===== src/rtl/riscv_pkg.sv =====
// Shared types and constants for the RISC-V instruction fetch slice.
package riscv_pkg;

  localparam int ILEN = 32;
  localparam logic [ILEN-1:0] PC_STEP = 32'd4;
  localparam logic [ILEN-1:0] NOP_INS = 32'h0000_0013;

  typedef enum logic [2:0] {
    IDLE       = 3'd0,
    FETCH      = 3'd1,
    FETCH_HOLD = 3'd2,
    FULL       = 3'd3,
    DISCARD    = 3'd4
  } fetch_state_t;

  function automatic logic [ILEN-1:0] align_pc(input logic [ILEN-1:0] addr);
    return {addr[ILEN-1:2], 2'b00};
  endfunction

endpackage


===== src/rtl/riscv_fetch_skid.sv =====
// One-entry instruction/pc buffer that catches a word arriving while the
// decoder is stalled.
module riscv_fetch_skid import riscv_pkg::*; (
  input  logic            clk,
  input  logic            rst_n,
  input  logic            load,
  input  logic            clear,
  input  logic [ILEN-1:0] data_in,
  input  logic [ILEN-1:0] pc_in,
  output logic [ILEN-1:0] data,
  output logic [ILEN-1:0] pc
);

  always_ff @(posedge clk or negedge rst_n) begin
    if (!rst_n) begin
      data <= '0;
      pc   <= '0;
    end else if (load) begin
      data <= data_in;
      pc   <= pc_in;
    end else if (clear) begin
      data <= '0;
      pc   <= '0;
    end
  end

endmodule


===== src/rtl/riscv_fetch_unit.sv =====
// Instruction fetch stage: one outstanding imem request, valid/ready output to
// the decoder, branch redirects taken only in consume cycles.
module riscv_fetch_unit import riscv_pkg::*; #(
  parameter logic [31:0] RESET_PC = 32'h0000_0000,
  parameter logic [31:0] NOP_INS  = riscv_pkg::NOP_INS
) (
  input  logic        clk,
  input  logic        rst_n,
  output logic        imem_req,
  output logic [31:0] imem_addr,
  input  logic        imem_ack,
  input  logic [31:0] imem_rdata,
  output logic [31:0] Ins,
  output logic [31:0] ins_pc,
  output logic        ins_valid,
  input  logic        ins_ready,
  input  logic        PCSrc,
  input  logic [31:0] PCTarget
);

  fetch_state_t state;
  logic         consume;
  logic         redirect;
  logic         ack;
  logic         skid_load;
  logic         skid_clear;
  logic [31:0]  next_addr;
  logic [31:0]  target;
  logic [31:0]  target_q;
  logic [31:0]  skid_data;
  logic [31:0]  skid_pc;

  assign consume    = ins_valid & ins_ready;
  assign redirect   = consume & PCSrc;
  assign ack        = imem_req & imem_ack;
  assign next_addr  = imem_addr + PC_STEP;
  assign target     = align_pc(PCTarget);
  assign skid_load  = (state == FETCH_HOLD) & ack & ~consume;
  assign skid_clear = (state == FULL) & consume;

  riscv_fetch_skid u_skid (
    .clk     (clk),
    .rst_n   (rst_n),
    .load    (skid_load),
    .clear   (skid_clear),
    .data_in (imem_rdata),
    .pc_in   (imem_addr),
    .data    (skid_data),
    .pc      (skid_pc)
  );

  // Whenever ins_valid drops, Ins is forced back to NOP so the decoder sees a harmless opcode.
  always_ff @(posedge clk or negedge rst_n) begin
    if (!rst_n) begin
      state     <= IDLE;
      imem_req  <= 1'b0;
      imem_addr <= align_pc(RESET_PC);
      Ins       <= NOP_INS;
      ins_pc    <= RESET_PC;
      ins_valid <= 1'b0;
      target_q  <= align_pc(RESET_PC);
    end else begin
      unique case (state)
        IDLE: begin
          imem_req <= 1'b1;
          state    <= FETCH;
        end
        FETCH: begin
          if (ack) begin
            Ins       <= imem_rdata;
            ins_pc    <= imem_addr;
            ins_valid <= 1'b1;
            imem_addr <= next_addr;
            state     <= FETCH_HOLD;
          end
        end
        FETCH_HOLD: begin
          if (redirect) begin
            ins_valid <= 1'b0;
            Ins       <= NOP_INS;
            if (ack) begin
              imem_addr <= target;
              state     <= FETCH;
            end else begin
              // The pending request must still complete; its data gets dropped.
              target_q <= target;
              state    <= DISCARD;
            end
          end else if (consume) begin
            if (ack) begin
              Ins       <= imem_rdata;
              ins_pc    <= imem_addr;
              imem_addr <= next_addr;
            end else begin
              ins_valid <= 1'b0;
              Ins       <= NOP_INS;
              state     <= FETCH;
            end
          end else if (ack) begin
            imem_req  <= 1'b0;
            imem_addr <= next_addr;
            state     <= FULL;
          end
        end
        FULL: begin
          if (redirect) begin
            ins_valid <= 1'b0;
            Ins       <= NOP_INS;
            imem_req  <= 1'b1;
            imem_addr <= target;
            state     <= FETCH;
          end else if (consume) begin
            Ins      <= skid_data;
            ins_pc   <= skid_pc;
            imem_req <= 1'b1;
            state    <= FETCH_HOLD;
          end
        end
        DISCARD: begin
          if (ack) begin
            imem_addr <= target_q;
            state     <= FETCH;
          end
        end
        default: state <= IDLE;
      endcase
    end
  end

endmodule


===== config.mk =====
export PLATFORM = sky130hd
export DESIGN_NAME = riscv_fetch_unit
export DESIGN_NICKNAME = d
export VERILOG_FILES = /design/src/rtl/riscv_pkg.sv /design/src/rtl/riscv_fetch_skid.sv /design/src/rtl/riscv_fetch_unit.sv
export SDC_FILE = /design/constraint.sdc
export NUM_CORES = 1
export LEC_CHECK = 0
export CAP_MARGIN = 10
export CORE_MARGIN = 3
export CORE_UTILIZATION = 55
export CTS_CLUSTER_SIZE = 10
export DETAILED_ROUTE_END_ITERATION = 10
export MAX_ROUTING_LAYER = met4
export PLACE_DENSITY = 0.85
export SYNTH_ARGS = -nofsm -noshare
export SYNTH_HDL_FRONTEND = slang
export SYNTH_SLANG_ARGS = --single-unit

===== constraint.sdc =====
create_clock -name clk -period 3.2 [get_ports clk]
set_input_delay 0.32 -clock clk [delete_from_list [all_inputs] [get_ports clk]]
set_output_delay 0.32 -clock clk [all_outputs]
set_load 0.05 [all_outputs]

Yosys cells after proc, flatten, opt, wreduce, memory -nomap -nowiden
Cells that the tools add are included.
Widths: inputs -> output; s select.
{"block": "totals", "ff_bits": 195, "input_bits": 69}
{"block": "classes", "n_addsub": 1, "eq_ne": 19, "muxes": 44, "bitwise_logic": 8, "n_reduce_logical": 12}
{"op": "$mux 32", "n": 19}
{"op": "$pmux 32 s3", "n": 2}
{"op": "$pmux 32 s4", "n": 1}
{"op": "$add 32x3->32 const B", "n": 1}
{"op": "$mux 3", "n": 9}
{"op": "$reduce_and 5->1", "n": 4}
{"op": "$ne 2x2->1 const B", "n": 9}
{"op": "$pmux 3 s5", "n": 1}
{"op": "$ne 3x3->1 const B", "n": 4}
{"op": "$mux 1", "n": 10}
{"op": "$ne 4x4->1 const B", "n": 2}
{"op": "$reduce_and 4->1", "n": 2}
{"op": "$and 1x1->1", "n": 6}
{"op": "$eq 3x2->1 const B", "n": 2}
{"op": "$pmux 1 s3", "n": 2}
{"op": "$reduce_bool 3->1", "n": 2}
{"op": "$reduce_bool 4->1", "n": 1}
{"op": "$eq 3x1->1 const B", "n": 1}
{"op": "$eq 3x3->1 const B", "n": 1}
{"op": "$logic_not 3->1", "n": 1}
{"op": "$reduce_and 3->1", "n": 1}
{"op": "$not 1->1", "n": 2}
{"op": "$reduce_bool 2->1", "n": 1}

Longest topological paths before layout
Gate-level depths: netlist of run 1.
{"block": "depth", "depth_word": 5, "mapped_depth": 9, "mapped_depth_nobuf": 6}

Modules after synthesis
Synthesis of run 1 repeated with hierarchy kept, for this count alone.
{"block": "unflattened", "cells_unflattened": 861, "area_unflattened_um2": 8929.8}
{"module": "riscv_fetch_unit", "n_inst": 1, "cells_per_inst": 719, "area_each_um2": 6613.8}
{"module": "riscv_fetch_skid", "n_inst": 1, "cells_per_inst": 142, "area_each_um2": 2316.0}

Worst setup path before layout of run 1
Ideal clock, no wire load.
{"block": "synth_path", "path_kind": "register -> register", "startpoint": "register imem_addr[10]", "endpoint": "register imem_addr[31]", "setup_ns": 0.137, "t_arrival_ns": 2.382, "required_ns": 3.063, "slack_ns": 0.681, "path_stages_with_launch": 8, "cell_sequence": "dfrtp_1 -> buf_2 -> nand4_2 -> or4_4 -> buf_6 -> or4_4 -> o211ai_2 -> o211ai_1"}
{"block": "synth_via", "elab_chain_cells": 4}
{"item": "from (decl)", "line": "riscv_fetch_unit.sv:10", "text": "output logic [31:0] imem_addr,"}
{"item": "from (signal assigned)", "line": "riscv_fetch_unit.sv:57", "text": "imem_addr <= align_pc(RESET_PC);"}
{"item": "from (signal assigned)", "line": "riscv_fetch_unit.sv:73", "text": "imem_addr <= next_addr;"}
{"item": "from (signal assigned)", "line": "riscv_fetch_unit.sv:82", "text": "imem_addr <= target;"}
{"item": "$add 32x3->32 (*)", "line": "riscv_fetch_unit.sv:36", "text": "assign next_addr = imem_addr + PC_STEP;"}
{"item": "$mux 32 (*)", "line": "riscv_fetch_unit.sv:69, riscv_fetch_unit.sv:90, riscv_fetch_unit.sv:99"}
{"item": "$mux 32", "line": "riscv_fetch_unit.sv:78", "text": "if (redirect) begin"}
{"item": "$pmux 32 s4 (*)", "line": "riscv_fetch_unit.sv:63", "text": "unique case (state)"}
Mark *: on every way between the ends. The rest lies on a longest branch, timed or not.
A chain may end at the register's enable or synchronous reset.

Worst setup path after layout of run 1
{"block": "layout_path", "startpoint": "register state[2]", "endpoint": "register imem_addr[23]"}
{"block": "layout_via", "elab_chain_cells": 3}
{"item": "from (decl)", "line": "riscv_fetch_unit.sv:21", "text": "fetch_state_t state;"}
{"item": "from (signal assigned)", "line": "riscv_fetch_unit.sv:55", "text": "state <= IDLE;"}
{"item": "from (signal assigned)", "line": "riscv_fetch_unit.sv:66", "text": "state <= FETCH;"}
{"item": "from (signal assigned)", "line": "riscv_fetch_unit.sv:74", "text": "state <= FETCH_HOLD;"}
{"item": "$eq 3x2->1, or another cell as far along", "line": "riscv_fetch_unit.sv:63"}
{"item": "$ne 3x3->1 (no source line), or another cell as far along"}
{"item": "$reduce_and 4->1 (no source line)"}
Parallel ways exist; a longest one is shown, timed or not.

==> results.cfg, run 1 <==
[grt]
grt_max_degree = 99
first_global_vias = 7179
antenna_found_initial = 0
grt_first_pass_wirelength_mm = 38.9
grt.total_usage_pct = 28.5
grt.overflow.total = 0

[synth]
synth_area_leaders = dfrtp_1, a22o_1, a21oi_1, mux2_2, nor2_1
seq_area_frac_synth_pct = 54.2
syn_area_um2 = 8830
synth-seq-cells = 191
synth_flop_cell = dfrtp_1
synth_most_common_cell = dfrtp_1
synth-async-reset-ratio_pct = 100
yosysTopAreaCellShare_pct = 53.3
syn_area_per_cell_um2 = 10.7
synth_edf_count = 0
synth_cells = 828
ys_types = 67
yosys_warnings = 0
synth_common_cells = dfrtp_1, a21oi_1, nor2_1, a22o_1, clkbuf_1
synth_area_leader_cell = dfrtp_1

[worst_setup_path]
path_max_fanout = 22
crit_path_cell_trace = nor3b_1 -> buf_4 -> a21boi_1 -> or3_1 -> buf_4 -> o21ai_0 -> o21a_1
critical_path_class = flop to flop
worstPathRequired_ns = 3.52
worstSetupEndpointType = flop
crit_path_top_delay_cell = or3_1
reg2reg_depth = 7
start_kind = flop
max_stage_delay_ns = 0.71
cp_common_cell = buf_4
critical_path_arrival_ns = 2.95

[final_layout]
num-fill-cells = 1108
antenna_cells = 0
drive_gt1_share_pct = 11.9
nNetsFinal = 1033
fin_cells = 1187
area_delta_synth_final_pct = 27.6

[clock_tree]
cts_setup_buffers = 0
clkSinkCount = 191
cts_tree = done
clk_pin_slew_ns = 0.06
cts_buffers = 17
htreeDepth = 4
ctsRootBufferMaster = clkbuf_16
post_cts_resized = 0
clock_latency_ns = 0.43
cts.path.max_buffers = 2
postCtsHoldBufs = 0

[sta]
rsz0062_at_grt = false
whs_ns = -0.0477
post-route-min-period_ns = 2.63
fin_crit_sh_pct = 82.2
finalHoldViolCount = 27
setup_tns_ns = 0
timing.fmax_mhz = 380
skew_ns = 0.0115
relSlewSlack_pct = 20.9
tightest_slew_ns = 1.19
slew_viol_final = 0
setup_viol = 0

[die]
std_cell_rows = 45
io_pins = 167
dieArea_um2 = 17600
coreArea_um2 = 15400
die_h_um = 133
dieWidth_um = 133
start_util_pct = 57.2

[power_and_ir_drop]
leakagePower_nw = 4.72
ir_drop_uv = 592
p_per_area_nw_per_um2 = 1200

[hold_path]
hp-class = input port to async pin

[route]
firstDrtPassIters = 8
drtAntennaViolNets = 0
drt-total-wl_mm = 24.5
vias = 7633
wl_per_cell_um = 20.7
dr.first_iter.drc_count = 939
drcViolationCount = 0
viasPerCell = 6.43

[job]
cap_viol_max_count = 0

[placed_design]
dp_hpwl_mm = 16.1
portBuffers = 162
place.gp.congestion = 0.877
placedCellCount = 1155

[status]
violations = hold timing
status = finished with violations
==> final cells by class <==
cell class,instances,area (um^2),area share (%)
multi-input combinational,548,3730,33.1
sequential,191,4780,42.5
tap,211,264,2.34
clock buffer,23,488,4.33
inverter,13,48.8,0.433
clock inverter,9,60.1,0.533
timing repair buffer,192,1890,16.8
==> critical path, delay by kind of cell (launching register included) <==
kind | cells | cell delay (ns)
buffers and inverters | 2 | 0.42
AO/OA/AOI/OAI | 3 | 0.54
flip-flops | 1 | 0.54
AND/OR/NAND/NOR | 2 | 1.01
==> cell usage in the layout, fill, tap and decap left out, drive strengths merged, types with 6 or more instances in the layout <==
| cell type | netlist | layout |
|---|---|---|
| dfrtp | 188 | 188 |
| clkdlybuf4s50 | 0 | 161 |
| a21oi | 94 | 94 |
| nor2 | 83 | 83 |
| a22o | 71 | 71 |
| a22oi | 36 | 36 |
| o21ai | 34 | 34 |
| mux2 | 30 | 30 |
| buf | 29 | 30 |
| clkbuf | 48 | 24 |
| mux2i | 23 | 23 |
| nand2 | 20 | 20 |
| nand3 | 13 | 13 |
| inv | 13 | 13 |
| a221oi | 13 | 13 |
| o22ai | 11 | 11 |
| nor4 | 11 | 11 |
| nor3 | 10 | 10 |
| nand4 | 10 | 10 |
| a31oi | 9 | 9 |
| o21a | 6 | 6 |
| or3 | 6 | 6 |
| clkinv | 0 | 6 |
==> routing by layer <==
layer / track usage [%] / wire length (um)
met5: - / 0
met1: 39.9 / 10200
met4: 8.55 / 560
met3: 6.43 / 2190
met2: 42.1 / 11600
==> power by group <==
group	internal (mW)	switching (mW)	total, mW
clock network	1.07	0.911	1.99
registers	3.53	1.04	4.57
logic	2.53	4.47	7.00
==> cell families (layout without fill, tap and decap cells) <==
group                      Yosys count  after routing  share of synthesized area, %
and+or+nand+nor                    179            179                          10.2
buffers and inverters               90            237                          4.39
adders and majority gates            1              1                         0.142
DFF                                191            191                          54.2
xor gates and xnor gates             1              1                        0.0992
muxes                               53             53                          6.43
AOI/OAI and AO/OA                  312            312                          24.5
other                                1              2                        0.0425
==> worst paths after layout <==
path	from	endpoint	slack (ns)
hold reg to reg	u_skid.pc[1]$_DFFE_PN0P_	u_skid.pc[1]$_DFFE_PN0P_	0.49
hold / removal	rst_n	target_q[16]$_DFFE_PN0P_	-0.05
min in group clk	u_skid.pc[1]$_DFFE_PN0P_	u_skid.pc[1]$_DFFE_PN0P_	0.49
max in group asynchronous	rst_n	Ins[4]$_DFFE_PN1P_	2.31
setup / recovery	state[2]$_DFFE_PN0P_	imem_addr[23]$_DFFE_PN0P_	0.57
setup reg to reg	state[2]$_DFFE_PN0P_	imem_addr[23]$_DFFE_PN0P_	0.57
==> stage by stage <==
step	worst slack (ns)	total power, mW	instance area, um^2	utilization (%)	hold slack (ns)
6_report	0.570	13.6	11300	73.0	-0.0477
5_1_grt	0.413	14.2	11300	73.0	0.0201
4_1_cts	0.618	13.5	11300	73.0	0.00647
3_5_place_dp	0.500	11.5	10700	69.5	0.464
3_3_place_gp	0.532	11.3	10700	69.5	0.464
2_1_floorplan	0.681	9.08	8830	-	0.0244
==> registers in the layout, summed over array words and instances, names as in the netlist <==
| register | cells |
|---|---|
| u_skid.data | 32 |
| imem_req | 1 |
| ins_valid | 1 |
| imem_addr | 30 |
| ins_pc | 31 |
| target_q | 30 |
| Ins | 32 |
| u_skid.pc | 31 |
| state | 3 |
Note: power is estimated with default switching activity, not from simulation.
==> run 2: changes to the inputs <==
--- a/config.mk
+++ b/config.mk
@@ -7,11 +7,11 @@
 export LEC_CHECK = 0
 export CAP_MARGIN = 10
 export CORE_MARGIN = 3
-export CORE_UTILIZATION = 55
+export CORE_UTILIZATION = 52
 export CTS_CLUSTER_SIZE = 10
 export DETAILED_ROUTE_END_ITERATION = 10
 export MAX_ROUTING_LAYER = met4
-export PLACE_DENSITY = 0.85
+export PLACE_DENSITY = 0.81
 export SYNTH_ARGS = -nofsm -noshare
 export SYNTH_HDL_FRONTEND = slang
 export SYNTH_SLANG_ARGS = --single-unit
==> constraint.sdc (replaced) <==
create_clock -name clk -period 2.5 [get_ports clk]
set_input_delay 0.25 -clock clk [delete_from_list [all_inputs] [get_ports clk]]
set_output_delay 0.25 -clock clk [all_outputs]
set_load 0.05 [all_outputs]
==> run 2 against run 1 <==
Net effect: the run now ends clean; largest cell class unchanged; critical path depth fell by 1; clock power increased by 35%; routed wire length grew 2.6%; clock-buffer cell count down 6; sequential power increased by 23%; design area is 3.1% higher; core utilization decreased by 3.0 points; worst setup slack worse by 0.32 ns; combinational power up 37%; via count up 1.3%; die area rose by 5.5%.
==> results.cfg, run 2 (same netlist as run 1, synthesis figures left out) <==
[worst_setup_path]
worstSetupEndpointType = flop
start_kind = flop
critical_path_class = flop to flop
worstPathRequired_ns = 2.83
critical_path_arrival_ns = 2.58
r2r_end = imem_addr[24]$_DFFE_PN0P_
r2r-start = imem_addr[3]$_DFFE_PN0P_
reg2reg_depth = 6
rrSetupSlack_ns = 0.25
path_max_fanout = 13

[power_and_ir_drop]
leakagePower_nw = 4.89
ir_drop_uv = 732
p_per_area_nw_per_um2 = 1540

[final_layout]
area_delta_synth_final_pct = 31.5
design_area_um2 = 11600
largestRegisters = Ins: 32 flops, u_skid.data: 32 flops
drive_gt1_share_pct = 14.7
nNetsFinal = 1063
final_common_cell = dfrtp_1
layout_common_cells = dfrtp_1, clkdlybuf4s50_1, a21oi_1
antenna_cells = 0

[die]
start_util_pct = 53.2
die_h_um = 136
dieArea_um2 = 18600
coreArea_um2 = 16600
std_cell_rows = 47
dieWidth_um = 136
io_pins = 167

[route]
vias = 7729
drtAntennaViolNets = 0
wl_per_cell_um = 20.5
drcViolationCount = 0
dr.first_iter.drc_count = 812
firstDrtPassIters = 5
drt-total-wl_mm = 25.2
viasPerCell = 6.30

[grt]
grt_first_pass_wirelength_mm = 39.9
grt.overflow.total = 0
antenna_found_initial = 0
first_global_vias = 7345
grt_max_degree = 63
grt.total_usage_pct = 28.0

[sta]
fin_crit_sh_pct = 90.1
setup_tns_ns = 0
post-route-min-period_ns = 2.25
setup_viol = 0
relSlewSlack_pct = 61.2
timing.fmax_mhz = 444
skew_ns = 0.00952
tightest_slew_ns = 0.580
finalHoldViolCount = 0
rsz0062_at_grt = false
slew_viol_final = 0

[clock_tree]
clock_latency_ns = 0.44
post_cts_resized = 0
cts_buffers = 17
cts.path.max_buffers = 2
postCtsHoldBufs = 1
clk_pin_slew_ns = 0.08
htreeDepth = 4
cts_setup_buffers = 0
ctsRootBufferMaster = clkbuf_16
clkSinkCount = 191
cts_tree = done

[placed_design]
portBuffers = 162
dp_hpwl_mm = 17.1
placed_area_um2 = 11000
place.gp.congestion = 0.870

[job]
cap_viol_max_count = 0

[hold_path]
hp-class = input port to async pin

[status]
status = completed
==> run 2: worst max-delay path by stage <==
| stage | start | to | depth (start not counted) |
|---|---|---|---|
| after floorplan | imem_addr[2]$_DFFE_PN0P_ | imem_addr[30]$_DFFE_PN0P_ | 7 |
| after global placement | imem_ack | imem_addr[26]$_DFFE_PN0P_ | 7 |
| after detailed placement | imem_ack | imem_addr[29]$_DFFE_PN0P_ | 7 |
| after CTS | imem_addr[3]$_DFFE_PN0P_ | imem_addr[24]$_DFFE_PN0P_ | 6 |
| after global routing | imem_addr[22]$_DFFE_PN0P_ | imem_addr[30]$_DFFE_PN0P_ | 5 |
| final | imem_addr[3]$_DFFE_PN0P_ | imem_addr[24]$_DFFE_PN0P_ | 6 |
==> run 2: power breakdown <==
part / switching (mW) / total [mW] / internal [mW]
logic: 6.05 / 9.60 / 3.55
clock network: 1.28 / 2.69 / 1.41
registers: 1.08 / 5.60 / 4.52
==> run 2: cell type report <==
type | count | area (um^2)
Inverter | 13 | 48.8
Tap cell | 220 | 275
Sequential cell | 191 | 4790
Clock inverter | 15 | 153
Timing Repair Buffer | 222 | 2190
Clock buffer | 17 | 425
Multi-Input combinational cell | 548 | 3730
Fill cell | 1218 | 4970
==> run 2: critical path, stage by stage, from the launching register on <==
cell	delay, ns
dfrtp_2	0.36
ha_1	0.22
nand3_1	0.12
or4_1	0.57
buf_4	0.22
o41a_1	0.44
o22a_1	0.21
==> run 2: routing by layer <==
metal / up-vias / global-route usage [%] / share of wire (%)
met4: 0 / 9.18 / 2.5
met3: 65 / 5.55 / 8.3
met2: 440 / 41.4 / 46
met5: - / - / 0
li1: 3464 / - / -
met1: 3760 / 39.1 / 43
==> run 2: metrics by stage <==
stage | hold WS (ns) | instances | power [mW] | util [%] | setup WS (ns)
final | 0.342 | 1226 | 17.9 | 70.0 | 0.247
after global routing | 0.371 | 1226 | 18.8 | 70.0 | 0.0914
after floorplan | -0.0456 | 829 | 11.6 | - | 0.0279
after detailed placement | 0.263 | 1193 | 15.1 | 66.5 | 0.0972
after CTS | 0.353 | 1226 | 17.9 | 70.0 | 0.274
after global placement | 0.256 | 1193 | 14.8 | 66.5 | 0.153
